$ cat src/rtl/htif_tohost_monitor.sv
// HTIF tohost monitor: decodes exit and console-putchar writes, buffers console
// bytes in a FIFO drained over valid/ready, and acknowledges each byte via fromhost.
module htif_tohost_monitor #(
   parameter int XLEN       = 64,
   parameter int FIFO_DEPTH = 16,
   parameter int ACK_DELAY  = 1
) (
   input  logic            CLK,
   input  logic            RST,
   input  logic            tohost_we,
   input  logic [XLEN-1:0] tohost,
   output logic            fromhost_we,
   output logic [XLEN-1:0] fromhost,
   output logic            con_valid,
   output logic [7:0]      con_data,
   input  logic            con_ready,
   output logic            done,
   output logic            pass,
   output logic [XLEN-2:0] exit_code,
   output logic            err
);

   localparam int FW = (XLEN == 64) ? 8 : 4;
   localparam int PW = XLEN - 2 * FW;
   localparam int EW = XLEN - 1;
   localparam int AW = $clog2(FIFO_DEPTH);

   localparam logic [FW-1:0]   FIELD_ONE = FW'(1);
   localparam logic [XLEN-1:0] ACK_WORD  = {FIELD_ONE, FIELD_ONE, {PW{1'b0}}};
   localparam logic [AW:0]     PTR_ONE   = (AW + 1)'(1);

   typedef enum logic [1:0] {IDLE, PUSH, ACK, HALT} state_e;

   state_e          state_q;
   logic [7:0]      con_byte_q;
   logic [3:0]      cnt_q;
   logic            fromhost_we_q;
   logic [XLEN-1:0] fromhost_q;
   logic            done_q;
   logic            pass_q;
   logic [EW-1:0]   exit_code_q;
   logic            err_q;

   logic [7:0]      mem_q [FIFO_DEPTH];
   logic [AW:0]     wr_ptr_q, wr_ptr_d;
   logic [AW:0]     rd_ptr_q, rd_ptr_d;

   logic [FW-1:0]   dev;
   logic [FW-1:0]   cmd;
   logic [PW-1:0]   payload;
   logic [EW-1:0]   exit_val;
   logic            is_exit;
   logic            is_con;
   logic            empty;
   logic            full;
   logic            pop;
   logic            push;

   assign dev      = tohost[XLEN-1 -: FW];
   assign cmd      = tohost[XLEN-FW-1 -: FW];
   assign payload  = tohost[PW-1:0];
   assign exit_val = EW'(payload[PW-1:1]);
   assign is_exit  = (dev == '0) && (cmd == '0) && payload[0];
   assign is_con   = (dev == FIELD_ONE) && (cmd == FIELD_ONE);

   // Same low bits with differing MSBs means the writer is a full lap ahead.
   assign empty = (wr_ptr_q == rd_ptr_q);
   assign full  = (wr_ptr_q[AW] != rd_ptr_q[AW]) &&
                  (wr_ptr_q[AW-1:0] == rd_ptr_q[AW-1:0]);
   assign pop   = !empty && con_ready;
   assign push  = (state_q == PUSH) && (!full || pop);

   assign con_valid   = !empty;
   assign con_data    = empty ? 8'h00 : mem_q[rd_ptr_q[AW-1:0]];
   assign fromhost_we = fromhost_we_q;
   assign fromhost    = fromhost_q;
   assign done        = done_q;
   assign pass        = pass_q;
   assign exit_code   = exit_code_q;
   assign err         = err_q;

   // NOTE: every variable driven here gets a default first so no latch is inferred.
   always_comb begin
      wr_ptr_d = wr_ptr_q;
      rd_ptr_d = rd_ptr_q;
      if (push) wr_ptr_d = wr_ptr_q + PTR_ONE;
      if (pop)  rd_ptr_d = rd_ptr_q + PTR_ONE;
   end

   // NOTE: sequential state uses non-blocking assignments so all flops update together.
   always_ff @(posedge CLK) begin
      if (RST) begin
         wr_ptr_q <= '0;
         rd_ptr_q <= '0;
      end else begin
         wr_ptr_q <= wr_ptr_d;
         rd_ptr_q <= rd_ptr_d;
      end
   end

   // NOTE: storage is not reset; the reset pointers alone make its contents invisible.
   always_ff @(posedge CLK) begin
      if (push) mem_q[wr_ptr_q[AW-1:0]] <= con_byte_q;
   end

   always_ff @(posedge CLK) begin
      if (RST) begin
         state_q       <= IDLE;
         con_byte_q    <= '0;
         cnt_q         <= '0;
         fromhost_we_q <= 1'b0;
         fromhost_q    <= '0;
         done_q        <= 1'b0;
         pass_q        <= 1'b0;
         exit_code_q   <= '0;
         err_q         <= 1'b0;
      end else begin
         fromhost_we_q <= 1'b0;
         case (state_q)
            IDLE: begin
               if (tohost_we) begin
                  if (is_exit) begin
                     done_q      <= 1'b1;
                     pass_q      <= (exit_val == '0);
                     exit_code_q <= exit_val;
                     state_q     <= HALT;
                  end else if (is_con) begin
                     con_byte_q <= payload[7:0];
                     state_q    <= PUSH;
                  end else begin
                     err_q <= 1'b1;
                  end
               end
            end
            PUSH: begin
               if (tohost_we) err_q <= 1'b1;
               if (push) begin
                  cnt_q   <= 4'(ACK_DELAY);
                  state_q <= ACK;
               end
            end
            ACK: begin
               if (tohost_we) err_q <= 1'b1;
               cnt_q <= cnt_q - 4'd1;
               if (cnt_q == 4'd1) begin
                  fromhost_we_q <= 1'b1;
                  fromhost_q    <= ACK_WORD;
                  state_q       <= IDLE;
               end
            end
            HALT: begin
               state_q <= HALT;
            end
            default: state_q <= IDLE;
         endcase
      end
   end

endmodule

$ cat config.mk
export PLATFORM = sky130hd
export DESIGN_NAME = htif_tohost_monitor
export DESIGN_NICKNAME = d
export VERILOG_FILES = /design/src/rtl/htif_tohost_monitor.sv
export SDC_FILE = /design/constraint.sdc
export NUM_CORES = 1
export LEC_CHECK = 0
export ABC_AREA = 1
export BUFFER_PORTS_ARGS = -buffer_cell sky130_fd_sc_hd__buf_2
export CAP_MARGIN = 20
export CELL_PAD_IN_SITES_DETAIL_PLACEMENT = 1
export CELL_PAD_IN_SITES_GLOBAL_PLACEMENT = 2
export CORE_UTILIZATION = 36
export DETAILED_ROUTE_END_ITERATION = 16
export GPL_TIMING_DRIVEN = 0
export PLACE_DENSITY_LB_ADDON = 0.25
export SYNTH_ARGS = -nofsm -noshare
export SYNTH_HDL_FRONTEND = slang
export SYNTH_SLANG_ARGS = --single-unit
$ cat constraint.sdc
create_clock -name CLK -period 4.23 [get_ports CLK]
set_input_delay 1.269 -clock CLK [delete_from_list [all_inputs] [get_ports CLK]]
set_output_delay 1.269 -clock CLK [all_outputs]
set_load 0.01 [all_outputs]
==> results.py, run 1 <==
metrics = {
    "clock_tree": {
        "cts_resized": 0,
        "cts_tree": "done",
        "post_cts_buffers": 0,
        "htreeDepth": 1,
        "clk_pin_slew_worst_paths_ps": 60,
        "clock_sinks": 208,
        "hold_buffers": 0,
        "clock_latency_ps": 520,
        "root_buffer": "clkbuf_16",
        "cts_buffers": 24,
        "clk_path_buf_depth": 3,
    },
    "power_and_ir_drop": {
        "p_leak_nw": 4.92,
        "vdd_drop_max_v": 0.000322,
        "p_per_area_mw_per_mm2": 495,
    },
    "setup_path": {
        "critPathKind": "flop to output pin",
        "crit_end": "con_data[6]",
        "cp_max_fo": 10,
        "end_kind": "output pin",
        "path_cells": "buf_2 > clkbuf_1 > o211ai_1 > o211ai_1 > nand3_1 > a21oi_1 > buf_2",
        "r2r_setup_slack_ps": 1800,
        "r2r_cells": 9,
        "r2r_start": "wr_ptr_q[0]",
        "critPathSlowestCell": "clkbuf_1",
        "worstReg2RegEnd": "mem_q[2][0]",
        "max_stage_delay_ps": 480,
        "crit_arrival_ps": 2570,
        "worstPathRequired_ps": 2960,
        "start_kind": "flop",
    },
    "global_route": {
        "gr-max-usage-layer": "met2",
        "grt_pass1_wl_mm": 39.8,
        "grt_start_max_net_pins": 18,
        "grtUsageMet2": 0.350,
        "grt_usage": 0.197,
        "antenna_found_initial": 3,
        "overflow": 0,
        "grt_use_met1": 0.246,
        "grt_pass1_vias": 7275,
        "grt_util_met3": 0.0352,
    },
    "timing": {
        "relSlewSlack": 0.382,
        "skew_ps": 11.5,
        "min_period_ps": 3840,
        "tightest_slew_ps": 924,
        "rsz0062_at_grt": "false",
        "hold_viol": 0,
        "finalSetupViolations": 0,
        "drv_slew": 0,
        "finalCritPeriodShare": 0.908,
        "max_freq_mhz": 260,
        "whs_ps": 476,
        "fin_setup_tns_ps": 0,
    },
    "yosys": {
        "synthAdderAreaFrac": 0.0163,
        "synthSimpleGateAreaFrac": 0.134,
        "synth_top_area_share": 0.416,
        "ys_ff_latch": 208,
        "synth_area_mm2": 0.00923,
        "synth_compound_area_frac": 0.117,
        "synthMuxAreaShare": 0.00868,
        "synthTopCellsByArea": "edfxtp_1 (42%), dfxtp_1 (17%), buf_4 (6.5%)",
        "seq_area_frac_synth": 0.590,
        "yosysWarnings": 0,
        "netlist_top_cells_count": "edfxtp_1 (128), nor2_1 (128), inv_1 (104)",
        "yosysUniqueCellTypes": 31,
        "synth_edf_count": 128,
        "synth-xor-area-share": 0.00380,
        "synth_flop_cell": "edfxtp_1",
        "syn_avg_cell_area_um2": 9.74,
        "netlist_instances": 948,
        "synth_top_family_by_area": "simple AND/OR/NAND/NOR gates",
        "synth_largest_area_cell": "edfxtp_1",
        "ys_async_sr_fraction": 0,
    },
    "detailed_routing": {
        "wire_per_inst_um": 17.0,
        "num_vias": 7157,
        "viasPerCell": 4.68,
        "drc": 0,
        "drt-total-wl_mm": 26.0,
        "ant_nets": 0,
        "first_iter_violations": 513,
        "dr.pass1.iters": 4,
    },
    "finish": {
        "instances_no_fill": 1529,
        "fin_area_mm2": 0.0114,
        "n_fill_cell": 2986,
        "area_growth_pct": 23.0,
        "nets": 1259,
        "fin_util": 0.451,
        "drive_gt1_frac": 0.222,
    },
    "placed_design": {
        "dpl.cell_count": 1483,
        "place_area_mm2": 0.0106,
        "globalplace.congestion": 0.827,
        "port_buffers": 128,
        "dp_hpwl_mm": 18.7,
    },
    "die": {
        "floorplan.rows": 58,
        "die_x_um": 162,
        "die-area_mm2": 0.0263,
        "io_pins": 208,
        "die_h_um": 162,
        "core_area_mm2": 0.0252,
        "initial_core_util": 0.367,
    },
    "outcome": {
        "status": "complete, no violations",
    },
    "min_path": {
        "hold_class": "flop to flop",
    },
    "run": {
        "drv_cap": 0,
    },
}
-- area by class of cell --
cell class	instances	area (µm²)	share of cell area
diodes	2	5.00	0.000441
plain buffers	121	797	0.0702
clock buffers	33	666	0.0586
clock inverters	11	108	0.00948
inverters	107	402	0.0354
multi-input cells	589	2880	0.253
flip-flops and latches	208	5450	0.480
well taps	330	413	0.0364
repair buffers	128	641	0.0564
-- power breakdown --
part	total (mW)	internal, mW	switching (mW)
Clock	2.05	1.22	0.824
Combinational	1.33	0.433	0.896
Sequential	2.24	2.20	0.0415
-- through the flow --
stage / total power, mW / setup slack, ps
2_1_floorplan: 3.15 / 1670
5_1_grt: 5.90 / 258
3_5_place_dp: 3.62 / 946
6_report: 5.62 / 389
4_1_cts: 5.67 / 368
3_3_place_gp: 3.59 / 991
-- placed cells by master, fill, tap and decap left out, drive strengths merged --
master	instances
conb	78
buf	226
dfxtp	80
nand3	54
nor3	7
o21ai	91
o21a	2
nor2	130
a21oi	62
mux2i	8
bufinv	2
nand4	4
edfxtp	128
clkbuf	56
diode	2
ha	12
nand3b	1
clkinv	8
clkinvlp	1
xor2	3
xnor2	1
o211ai	40
nand2	88
nor3b	1
nor4	7
inv	107
-- how the worst min path moves through the flow --
stage             endpoint  slack, ps  depth (start not counted)        start
2_1_floorplan  rd_ptr_q[4]        460                          2  rd_ptr_q[4]
3_3_place_gp          done        440                          1         done
3_5_place_dp          done        460                          1         done
4_1_cts               done        480                          1         done
5_1_grt               done        500                          1         done
6_report               err        480                          2          err
-- metal layers --
metal,share of wire,vias up,routed length (µm)
met3,0.061,29,1590
met2,0.51,188,13200
li1,-,3505,-
met1,0.42,3433,10800
met5,0.00031,-,8
met4,0.018,2,460
-- critical path, delay by kind of cell, from the launching register on --
kind,cells,cell delay [ps]
buffers and inverters,3,920
AOI/OAI and AO/OA,3,640
and+or+nand+nor,1,120
DFF,1,370
-- state kept, by name, summed over array words and instances (netlist names), named ones only --
name	cells
cnt_q	4
rd_ptr_q	5
mem_q	128
exit_code	47
pass	1
err	1
state_q	2
fromhost_we	1
fromhost	1
wr_ptr_q	5
con_byte_q	8
done	1
-- cells by family after synthesis --
family	Yosys count
AOI/OAI and AO/OA	195
xor gates and xnor gates	4
adders and majority gates	12
buffers and inverters	228
DFF	208
muxes	8
other	1
and+or+nand+nor	292
No activity file was read; power rests on OpenSTA's default activity.
==> run 2: changes to the inputs <==
--- a/config.mk
+++ b/config.mk
@@ -8,9 +8,9 @@
 export ABC_AREA = 1
 export BUFFER_PORTS_ARGS = -buffer_cell sky130_fd_sc_hd__buf_2
 export CAP_MARGIN = 20
-export CELL_PAD_IN_SITES_DETAIL_PLACEMENT = 1
-export CELL_PAD_IN_SITES_GLOBAL_PLACEMENT = 2
-export CORE_UTILIZATION = 36
+export CELL_PAD_IN_SITES_DETAIL_PLACEMENT = 0
+export CELL_PAD_IN_SITES_GLOBAL_PLACEMENT = 1
+export CORE_UTILIZATION = 39
 export DETAILED_ROUTE_END_ITERATION = 16
 export GPL_TIMING_DRIVEN = 0
 export PLACE_DENSITY_LB_ADDON = 0.25
==> run 2 against run 1 <==
Worst setup slack improved by 190 ps. Sequential share of layout area is 0.45 points higher. Critical path depth did not move. Largest power group unchanged.
==> results.py, run 2 (synthesized netlist as in run 1, its figures left out) <==
metrics = {
    "timing": {
        "min_period_ps": 3650,
        "rsz0062_at_grt": "false",
        "max_freq_mhz": 274,
        "whs_ps": 473,
        "relSlewSlack": 0.440,
        "hold_viol": 0,
        "tightest_slew_ps": 836,
        "skew_ps": 14.9,
        "fin_setup_tns_ps": 0,
        "finalCritPeriodShare": 0.863,
        "drv_slew": 0,
        "finalSetupViolations": 0,
    },
    "die": {
        "die_x_um": 156,
        "io_pins": 208,
        "initial_core_util": 0.403,
        "core_area_mm2": 0.0229,
        "floorplan.rows": 55,
        "die_h_um": 156,
        "die-area_mm2": 0.0243,
    },
    "detailed_routing": {
        "first_iter_violations": 538,
        "num_vias": 6875,
        "viasPerCell": 4.56,
        "drc": 0,
        "wire_per_inst_um": 15.4,
        "drt-total-wl_mm": 23.2,
        "ant_nets": 0,
        "dr.pass1.iters": 5,
    },
    "clock_tree": {
        "hold_buffers": 0,
        "clock_latency_ps": 510,
        "root_buffer": "clkbuf_16",
        "clk_pin_slew_worst_paths_ps": 60,
        "cts_buffers": 23,
        "cts_resized": 0,
        "clk_path_buf_depth": 3,
        "clock_sinks": 208,
        "htreeDepth": 1,
        "cts_tree": "done",
        "post_cts_buffers": 0,
    },
    "global_route": {
        "overflow": 0,
        "antenna_found_initial": 1,
        "grt_usage": 0.192,
        "grt_pass1_vias": 6604,
        "grt_pass1_wl_mm": 36.0,
        "grt_start_max_net_pins": 18,
    },
    "setup_path": {
        "critPathKind": "flop to output pin",
        "end_kind": "output pin",
        "cp_max_fo": 10,
        "start_kind": "flop",
        "worstPathRequired_ps": 2960,
        "crit_arrival_ps": 2380,
    },
    "finish": {
        "regArea_mm2": 0.00545,
        "nets": 1258,
        "area_growth_pct": 21.8,
        "multi_input_area_mm2": 0.00288,
        "antenna_cells": 0,
        "drive_gt1_frac": 0.222,
        "final_cell_mix": "buf_2 (138), nor2_1 (128), edfxtp_1 (128)",
        "largest_reg_flops": 128,
        "layout_commonest_cell": "buf_2",
        "instances_no_fill": 1508,
        "n_fill_cell": 2226,
    },
    "placed_design": {
        "dpl.cell_count": 1466,
        "globalplace.congestion": 0.849,
        "port_buffers": 128,
        "dp_hpwl_mm": 16.5,
    },
    "power_and_ir_drop": {
        "total_power_mw": 5.36,
        "p_per_area_mw_per_mm2": 477,
        "p_leak_nw": 4.88,
        "vdd_drop_max_v": 0.000252,
    },
    "outcome": {
        "status": "complete, no violations",
    },
    "run": {
        "drv_cap": 0,
    },
    "min_path": {
        "hold_class": "flop to flop",
    },
}
run 2: cell types whose count changed in the layout (fill, tap and decap cells not counted):
cell,change
clkbuf_8,-1
diode_2,-2
clkinv_2,+2
bufinv_16,-1
clkbuf_16,-2
clkinv_1,-1
inv_6,+1
run 2: stage by stage:
step / worst slack, ps / util / area [µm²]
2_1_floorplan: 1670 / - / 9520
6_report: 578 / 0.491 / 11200
4_1_cts: 592 / 0.491 / 11200
5_1_grt: 392 / 0.491 / 11200
3_3_place_gp: 1090 / 0.460 / 10600
3_5_place_dp: 1130 / 0.460 / 10600
run 2: path summary, 6_finish.rpt:
path | start | slack (ps) | depth (start not counted) | to
max | flop | 580 | 7 | con_data[6]
min reg2reg | err | 470 | 2 | err
max reg2reg | wr_ptr_q[2] | 1900 | 8 | mem_q[4][5]
min | err | 470 | 2 | err
run 2: where the power goes:
part	internal, mW	switching [mW]
combinational	0.432	0.819
sequential	2.20	0.0415
clock	1.07	0.799
total	3.70	1.66
run 2: final cells by class:
cell class                      instances  share of cell area
Tap cell                              313              0.0348
Inverter                              107              0.0357
Timing Repair Buffer                  128              0.0570
Clock inverter                         12             0.00823
Multi-Input combinational cell        589               0.256
Sequential cell                       208               0.484
Clock buffer                           30              0.0535
Buffer                                121              0.0709
run 2: metal layers:
| layer | track usage | part of all wire |
|---|---|---|
| met4 | 0.0518 | 0.016 |
| met5 | 0 | 0.00056 |
| met2 | 0.326 | 0.49 |
| met1 | 0.248 | 0.44 |
| met3 | 0.0414 | 0.059 |
run 2: critical path, stage by stage (launching register included):
cell	delay, ps
dfxtp_1	350
buf_2	230
clkbuf_1	450
o211ai_1	240
nand3_1	140
nand3_1	80
a21oi_1	230
buf_2	170
==> run 3: changes to the inputs <==
--- a/config.mk
+++ b/config.mk
@@ -14,6 +14,7 @@
 export DETAILED_ROUTE_END_ITERATION = 16
 export GPL_TIMING_DRIVEN = 0
 export PLACE_DENSITY_LB_ADDON = 0.25
+export RECOVER_POWER = 100
 export SYNTH_ARGS = -nofsm -noshare
 export SYNTH_HDL_FRONTEND = slang
 export SYNTH_SLANG_ARGS = --single-unit
==> run 3 against run 2 <==
First-iteration DRC count shrank 4.6%. Final cell count unchanged. Sequential share of layout area rose by 0.60 points. Register-to-register slack got worse by 150 ps. Wire length is 0.32% lower. Combinational power about the same. Clock skew is 2.7 ps lower. Die area did not move. Maximum frequency fell by 0.33%. Critical path type unchanged. Largest power group unchanged.
==> results.py, run 3 (synthesized netlist as in run 1, its figures left out) <==
metrics = {
    "timing": {
        "fin_setup_tns_ps": 0,
        "hold_viol": 0,
        "relSlewSlack": 0.456,
        "drv_slew": 0,
        "finalSetupViolations": 0,
        "skew_ps": 12.2,
        "min_period_ps": 3660,
        "rsz0062_at_grt": "false",
        "setup_slack_ps": 566,
        "max_freq_mhz": 273,
        "tightest_slew_ps": 814,
        "finalCritPeriodShare": 0.866,
    },
    "finish": {
        "final_cell_mix": "nor2_1 (129), edfxtp_1 (128), inv_1 (105)",
        "area_growth_pct": 20.3,
        "largest_reg_flops": 128,
        "antenna_cells": 0,
        "drive_gt1_frac": 0.158,
        "fin_area_mm2": 0.0111,
        "layout_commonest_cell": "nor2_1",
        "nets": 1258,
    },
    "clock_tree": {
        "cts_buffers": 23,
        "cts_resized": 0,
        "clock_sinks": 208,
        "htreeDepth": 1,
        "hold_buffers": 0,
        "clock_latency_ps": 510,
        "post_cts_buffers": 0,
        "cts_tree": "done",
        "clk_pin_slew_worst_paths_ps": 60,
        "clk_path_buf_depth": 3,
        "root_buffer": "clkbuf_16",
    },
    "detailed_routing": {
        "ant_nets": 0,
        "num_vias": 6880,
        "wire_per_inst_um": 15.3,
        "viasPerCell": 4.56,
        "dr.pass1.iters": 5,
        "drt-total-wl_mm": 23.1,
        "first_iter_violations": 513,
        "drc": 0,
    },
    "setup_path": {
        "worstPathRequired_ps": 2960,
        "cp_max_fo": 10,
        "start_kind": "flop",
        "r2r_cells": 9,
        "crit_arrival_ps": 2400,
        "end_kind": "output pin",
        "critPathKind": "flop to output pin",
    },
    "die": {
        "floorplan.rows": 55,
        "die-area_mm2": 0.0243,
        "initial_core_util": 0.403,
        "die_x_um": 156,
        "io_pins": 208,
        "core_area_mm2": 0.0229,
        "die_h_um": 156,
    },
    "placed_design": {
        "pre_cts_ws_ps": 1130,
        "dp_hpwl_mm": 16.5,
        "globalplace.congestion": 0.849,
        "place_area_mm2": 0.0106,
        "port_buffers": 128,
    },
    "global_route": {
        "overflow": 0,
        "grt_start_max_net_pins": 18,
        "grt_pass1_vias": 6604,
        "grt_usage": 0.192,
        "antenna_found_initial": 1,
        "grt_pass1_wl_mm": 36.0,
    },
    "outcome": {
        "status": "complete, no violations",
    },
    "power_and_ir_drop": {
        "p_leak_nw": 4.59,
        "p_per_area_mw_per_mm2": 480,
        "vdd_drop_max_v": 0.000252,
        "total_power_mw": 5.34,
    },
    "run": {
        "drv_cap": 0,
    },
    "min_path": {
        "hold_depth": 2,
        "hold_class": "flop to flop",
    },
}
[run 3: cell types whose count changed in the layout (fill, tap and decap cells not counted), sizes merged]
cell / previous run / this run
buf: 226 / 156
clkbuf: 53 / 123
[run 3: power breakdown]
| part | switching [mW] | internal, mW | leakage, nW | total, mW |
|---|---|---|---|---|
| Sequential | 0.0417 | 2.20 | 1.90 | 2.24 |
| Combinational | 0.816 | 0.415 | 2.34 | 1.23 |
| Clock | 0.795 | 1.07 | 0.341 | 1.86 |
[run 3: routing by layer]
layer	up-vias	global-route usage	share of wire
met5	-	0	0.00056
met4	2	0.0518	0.016
met3	27	0.0414	0.063
met2	192	0.326	0.49
met1	3164	0.248	0.43
li1	3495	-	-
[run 3: cell type report]
cell class / instances / area, µm²
fill: 2256 / 11800
sequential: 208 / 5450
multi-input combinational: 589 / 2850
buffer: 121 / 762
clock buffer: 30 / 602
timing repair buffer: 128 / 564
inverter: 107 / 402
tap: 313 / 392
clock inverter: 12 / 92.6
[run 3: path summary, 6_finish.rpt]
check / slack [ps] / endpoint / from
worst max-delay path: 570 / con_data[6] / flop
worst min-delay path: 470 / err / err
worst max register to register: 1750 / mem_q[11][1] / wr_ptr_q[0]
worst min register to register: 470 / err / err
[run 3: worst max-delay path: stages (launching register included)]
cell	delay, ps
dfxtp_1	350
buf_2	230
clkbuf_1	450
o211ai_1	240
nand3_1	140
nand3_1	80
a21oi_1	230
clkbuf_1	180
[run 3: metrics by stage]
stage	hold slack (ps)	cells	utilization
2_1_floorplan	459	1025	-
3_3_place_gp	444	1466	0.460
3_5_place_dp	461	1466	0.460
4_1_cts	477	1508	0.491
5_1_grt	511	1508	0.485
6_report	475	1508	0.485
